[src/rtl/rdx_pkg.sv]
// Shared types and constants for the radix pack/reorder stages.
package rdx_pkg;

  localparam int W_DATA   = 18;
  localparam int NLANE    = 5;
  localparam int FACT_MIN = 2;
  localparam int FACT_MAX = 5;

  typedef logic signed [W_DATA-1:0] smp_t;

  typedef enum logic {
    IDLE = 1'b0,
    FILL = 1'b1
  } state_t;

endpackage

[src/rtl/rdx_vec_cnt.sv]
// Lane/vector counter pair with terminal-count flags and synchronous restart.
module rdx_vec_cnt #(
  parameter int wIdx = 12
) (
  input  logic            clk,
  input  logic            rst,
  input  logic            restart,
  input  logic            inc,
  input  logic [2:0]      lane_max,
  input  logic [wIdx-1:0] vec_max,
  output logic [2:0]      lane_cnt,
  output logic [wIdx-1:0] vec_cnt,
  output logic            lane_last,
  output logic            vec_last
);

  assign lane_last = (lane_cnt == lane_max);
  assign vec_last  = (vec_cnt == vec_max);

  // restart together with inc counts the restarting element as lane 0.
  // NOTE: sequential state uses non-blocking assignments so every register
  // samples pre-edge values regardless of statement order.
  always_ff @(posedge clk) begin
    if (rst) begin
      lane_cnt <= '0;
      vec_cnt  <= '0;
    end else if (restart) begin
      lane_cnt <= inc ? 3'd1 : 3'd0;
      vec_cnt  <= '0;
    end else if (inc) begin
      if (lane_last) begin
        lane_cnt <= '0;
        vec_cnt  <= vec_last ? '0 : vec_cnt + 1'b1;
      end else begin
        lane_cnt <= lane_cnt + 3'd1;
      end
    end
  end

endmodule

[src/rtl/rdx_pack_twdl_idx.sv]
// Packs a serial complex stream into factor-wide lane vectors and tags each
// vector with its twiddle numerator (vector index) and denominator (N).
module rdx_pack_twdl_idx
  import rdx_pkg::*;
#(
  parameter int wDataInOut = 18,
  parameter int wIdx       = 12
) (
  input  logic                         clk,
  input  logic                         rst,
  input  logic [2:0]                   cfg_factor,
  input  logic [wIdx-1:0]              cfg_nvec,
  input  logic                         s_val,
  input  logic                         s_sop,
  input  logic signed [wDataInOut-1:0] s_real,
  input  logic signed [wDataInOut-1:0] s_imag,
  output logic                         out_val,
  output logic signed [wDataInOut-1:0] dout_real [0:NLANE-1],
  output logic signed [wDataInOut-1:0] dout_imag [0:NLANE-1],
  output logic [2:0]                   factor,
  output logic [wIdx-1:0]              twdl_numrtr_1,
  output logic [wIdx-1:0]              twdl_demontr,
  output logic                         eof,
  output logic                         err_abort,
  output logic                         err_drop
);

  state_t state, state_nxt;
  logic start, wr_fill, issue, drop, abort;

  logic [2:0]      factor_q;
  logic [wIdx-1:0] nvec_q, demontr_q, prod;
  logic [2:0]      lane_cnt;
  logic [wIdx-1:0] vec_cnt;
  logic            lane_last, vec_last;

  logic signed [wDataInOut-1:0] lane_real [0:NLANE-1];
  logic signed [wDataInOut-1:0] lane_imag [0:NLANE-1];

  // N fits in wIdx for legal configs, so the product is taken at wIdx bits.
  assign prod = wIdx'({{(wIdx-3){1'b0}}, cfg_factor} * cfg_nvec);

  always_ff @(posedge clk) begin
    if (rst) state <= IDLE;
    else     state <= state_nxt;
  end

  // NOTE: every always_comb output gets a default first so no path leaves a
  // value unassigned, which would otherwise infer a latch.
  always_comb begin
    state_nxt = state;
    start     = 1'b0;
    wr_fill   = 1'b0;
    issue     = 1'b0;
    drop      = 1'b0;
    abort     = 1'b0;
    case (state)
      IDLE: if (s_val) begin
        if (s_sop) begin
          start     = 1'b1;
          state_nxt = FILL;
        end else begin
          drop = 1'b1;
        end
      end
      FILL: if (s_val) begin
        if (s_sop) begin
          start = 1'b1;
          abort = 1'b1;
        end else begin
          wr_fill = 1'b1;
          if (lane_last) begin
            issue = 1'b1;
            if (vec_last) state_nxt = IDLE;
          end
        end
      end
      default: state_nxt = IDLE;
    endcase
  end

  rdx_vec_cnt #(.wIdx(wIdx)) u_cnt (
    .clk       (clk),
    .rst       (rst),
    .restart   (start),
    .inc       (start | wr_fill),
    .lane_max  (factor_q - 3'd1),
    .vec_max   (nvec_q - wIdx'(1)),
    .lane_cnt  (lane_cnt),
    .vec_cnt   (vec_cnt),
    .lane_last (lane_last),
    .vec_last  (vec_last)
  );

  // NOTE: lane storage is deliberately not reset; each lane is written
  // within the current frame before it can reach an output.
  always_ff @(posedge clk) begin
    for (int i = 0; i < NLANE; i++) begin
      if ((start && i == 0) || (wr_fill && lane_cnt == 3'(i))) begin
        lane_real[i] <= s_real;
        lane_imag[i] <= s_imag;
      end
    end
  end

  always_ff @(posedge clk) begin
    if (rst) begin
      factor_q      <= '0;
      nvec_q        <= '0;
      demontr_q     <= '0;
      out_val       <= 1'b0;
      eof           <= 1'b0;
      twdl_numrtr_1 <= '0;
      twdl_demontr  <= '0;
      factor        <= '0;
      err_abort     <= 1'b0;
      err_drop      <= 1'b0;
      for (int i = 0; i < NLANE; i++) begin
        dout_real[i] <= '0;
        dout_imag[i] <= '0;
      end
    end else begin
      if (start) begin
        factor_q  <= cfg_factor;
        nvec_q    <= cfg_nvec;
        demontr_q <= prod;
      end
      out_val       <= issue;
      eof           <= issue & vec_last;
      twdl_numrtr_1 <= issue ? vec_cnt : '0;
      if (issue) begin
        twdl_demontr <= demontr_q;
        factor       <= factor_q;
      end
      // The completing sample bypasses lane storage straight to the output.
      for (int i = 0; i < NLANE; i++) begin
        if (issue && 3'(i) < factor_q) begin
          dout_real[i] <= (lane_cnt == 3'(i)) ? s_real : lane_real[i];
          dout_imag[i] <= (lane_cnt == 3'(i)) ? s_imag : lane_imag[i];
        end else begin
          dout_real[i] <= '0;
          dout_imag[i] <= '0;
        end
      end
      err_abort <= err_abort | abort;
      err_drop  <= err_drop | drop;
    end
  end

endmodule

[config.mk]
export PLATFORM = sky130hd
export DESIGN_NAME = rdx_pack_twdl_idx
export DESIGN_NICKNAME = d
export VERILOG_FILES = /design/src/rtl/rdx_pkg.sv /design/src/rtl/rdx_vec_cnt.sv /design/src/rtl/rdx_pack_twdl_idx.sv
export SDC_FILE = /design/constraint.sdc
export NUM_CORES = 1
export LEC_CHECK = 0
export BUFFER_PORTS_ARGS = -buffer_cell sky130_fd_sc_hd__buf_2
export CAP_MARGIN = 20
export CELL_PAD_IN_SITES_DETAIL_PLACEMENT = 0
export CELL_PAD_IN_SITES_GLOBAL_PLACEMENT = 2
export CORE_MARGIN = 3
export CORE_UTILIZATION = 36
export CTS_CLUSTER_DIAMETER = 100
export DETAILED_ROUTE_END_ITERATION = 6
export PLACE_DENSITY_LB_ADDON = 0.1
export SETUP_SLACK_MARGIN = 0.05
export SLEW_MARGIN = 20
export SYNTH_ARGS = -nofsm -noshare
export SYNTH_HDL_FRONTEND = slang
export SYNTH_SLANG_ARGS = --single-unit
[constraint.sdc]
create_clock -name clk -period 4.7 [get_ports clk]
set_input_delay 0.94 -clock clk [delete_from_list [all_inputs] [get_ports clk]]
set_output_delay 0.94 -clock clk [all_outputs]
set_load 0.02 [all_outputs]
==> results.json <==
{
  "clock_skew_ns": 0.0168,
  "setup.worst_path.class": "reg2reg",
  "cts_buffer_depth": 3,
  "post_cts_buffers": 0,
  "critPathSlowestCell": "nor3_4",
  "io_pins": 266,
  "rsz0062_at_grt": "no",
  "worst_hold_startpoint": "twdl_demontr[1]",
  "rows": 73,
  "reg2reg_from": "factor_q[0]",
  "syn_nets": 1346,
  "stdcell_area_um2": 18100,
  "setup_slack_ns": 1.33,
  "power.leakage_uw": 0.00834,
  "synthFlopType": "dfxtp_1",
  "grt_pass1_wl_um": 59500,
  "insertion_delay_ns": 0.56,
  "cts_tree": "built",
  "first_iter_violations": 396,
  "wl_per_cell_um": 18.6,
  "yosysTopAreaCell": "dfxtp_1",
  "cts_resized": 0,
  "synth_common_cells": "dfxtp_1 (434), mux2_2 (180), nand2_1 (117), nor2b_1 (108), and3_1 (88)",
  "cts_buffers": 46,
  "grt_overflow": 0,
  "vias_per_cell": 4.64,
  "cts.sinks": 434,
  "outcome": "finished clean",
  "gr-usage-all-layers_pct": 17.6,
  "die_w_um": 208,
  "dr.pass1.iters": 4,
  "die_area_um2": 43100,
  "async_flop_share_pct": 0,
  "r2r_slack_ns": 1.33,
  "yosysMostFrequentCell": "dfxtp_1",
  "endpoint_kind": "flip-flop",
  "layout.nets": 1611,
  "crit_chain": "inv_1 > ha_1 > xnor2_1 > or3_1 > nor3_4 > o31ai_4 > buf_4 > nor2b_1",
  "drv_slew": 0,
  "synth_area_um2": 14600,
  "ys.warnings.count": 0,
  "finalPower_uw": 8000,
  "totalWireLength_um": 38700,
  "cts_hold_buf": 0,
  "dpl-instance-area_um2": 16600,
  "htree_levels": 2,
  "vias": 9667,
  "die_h_um": 208,
  "maxCapViolCount": 0,
  "clk_pin_slew_ns": 0.06,
  "dp_hpwl_um": 26000,
  "synth.distinct_cells": 59,
  "finalHoldViolCount": 0,
  "place.port_buffers": 265,
  "core_um2": 39900,
  "min_path_cells": 2,
  "preCtsSetupSlack_ns": 0.924,
  "power.density_nw_per_um2": 442,
  "hold_path_class": "reg2reg",
  "cp-start-kind": "flip-flop",
  "syn_inst": 1262,
  "required_ns": 5.20,
  "r2r-end": "dout_imag[83]",
  "detail-route-antenna-nets": 0,
  "layout-drive-gt1-share_pct": 35.6,
  "ys_ff_latch": 434,
  "hold_path_end": "twdl_demontr[1]",
  "finalCritPeriodShare_pct": 71.7,
  "seq_area_frac_synth_pct": 59.4,
  "start_util_pct": 36.7,
  "reg2reg_depth": 8,
  "layout_min_cycle_time_ns": 3.37,
  "cpPeakStageDelay_ns": 0.61,
  "tns_ns": 0,
  "max_freq_ghz": 0.297,
  "synth_top_area_share_pct": 59.4,
  "peakVddDrop_mv": 0.323,
  "setup_viol": 0,
  "drc_errors": 0,
  "cts-root-buf": "clkbuf_16",
  "grt_pass1_vias": 9745,
  "cp_max_fo": 19,
  "synth-edff-count": 0,
  "worstPathArrival_ns": 3.87,
  "grt_max_degree": 50,
  "fill_cells": 3862,
  "diodes": 0,
  "avgSynthCellArea_um2": 11.6,
  "place_congestion": 0.754,
  "synth.area.top_cells": "dfxtp_1 (59%), mux2_2 (14%), nor2b_1 (4.6%), and3_1 (3.8%), nand2_1 (3.0%)",
  "worst_pin_slew_ns": 0.995,
  "antenna_found_initial": 0,
  "relSlewSlack_pct": 33.6,
  "synthToLayoutAreaGrowth_pct": 23.8
}
==> cells by family after synthesis <==
kind of cell	synth area share, %
adder cells (fa/ha/maj)	2.99
flip-flops	59.4
AO/OA/AOI/OAI	3.74
AND/OR/NAND/NOR	15.1
multiplexers	13.8
buffers and inverters	2.50
XOR/XNOR	2.50
==> metal layers <==
layer | vias to the layer above | part of all wire (%) | track usage [%] | routed length [um]
li1 | 4787 | - | - | -
met1 | 4639 | 48 | 23.9 | 18400
met2 | 190 | 46 | 28.3 | 17700
met3 | 51 | 4.9 | 3.78 | 1900
met4 | 0 | 1.9 | 4.93 | 738
met5 | - | 0 | 0 | 0
==> worst max path at each step <==
stage | to | cells past startpoint | startpoint | slack (ns)
floorplan | demontr_q[10] | 12 | cfg_factor[2] | 1.05
global placement | demontr_q[10] | 12 | cfg_factor[2] | 0.95
detailed placement | demontr_q[10] | 12 | cfg_factor[2] | 0.92
CTS | dout_imag[83] | 8 | factor_q[0] | 1.23
global route | dout_imag[83] | 8 | factor_q[0] | 1.08
finish | dout_imag[83] | 8 | factor_q[0] | 1.33
==> through the flow <==
step / hold slack [ns] / std cells / util (%)
final: 0.451 / 2085 / 45.4
after global routing: 0.471 / 2085 / 45.4
after CTS: 0.455 / 2085 / 45.4
after detailed placement: 0.447 / 2004 / 41.5
after global placement: 0.440 / 2004 / 41.5
after floorplan: 0.427 / 1262 / -
==> state kept, by name, indices dropped and copies added, names as in the netlist, 3 cells and up <==
name,cells
demontr_q,12
u_cnt.vec_cnt,12
lane_real,90
nvec_q,12
dout_imag,90
twdl_numrtr_1,12
dout_real,90
lane_imag,90
factor,3
u_cnt.lane_cnt,3
factor_q,3
twdl_demontr,12
==> final cells by class <==
cell class	count	area (um2)	area share (%)
Sequential cell	434	8690	48.0
Multi-Input combinational cell	733	5650	31.2
Timing Repair Buffer	283	1470	8.14
Clock buffer	68	1350	7.47
Tap cell	525	657	3.63
Clock inverter	13	183	1.01
Inverter	29	109	0.601
==> cell usage in the layout (no fill, tap or decap), drive strengths merged, types with 2 or more instances in the layout <==
cell type	count
nor4b	4
xnor2	22
a21o	5
a2111oi	4
inv	30
nor2	15
clkinv	7
and3	89
bufinv	4
and2	7
a31oi	3
nor4	3
nand3b	2
nand4	7
nand3	13
nand2	117
ha	19
and4	3
mux2	180
a21oi	51
o311ai	2
o21ai	5
clkbuf	68
fa	10
or3	2
o31ai	2
nor3	22
buf	283
xor2	17
nor2b	108
dfxtp	434
==> power breakdown <==
group	switching, uW	internal, uW
clock network	1460	2210
logic	237	234
registers	42.9	3820
total	1740	6260
==> critical path, delay by kind of cell, from the launching register on <==
family	cells	cell delay, ns
adders and majority gates	1	0.33
buffers and inverters	2	0.46
DFF	1	0.59
and+or+nand+nor	3	1.29
AOI/OAI and AO/OA	1	0.42
xor gates and xnor gates	1	0.21
(Power assumes the default switching activity.)
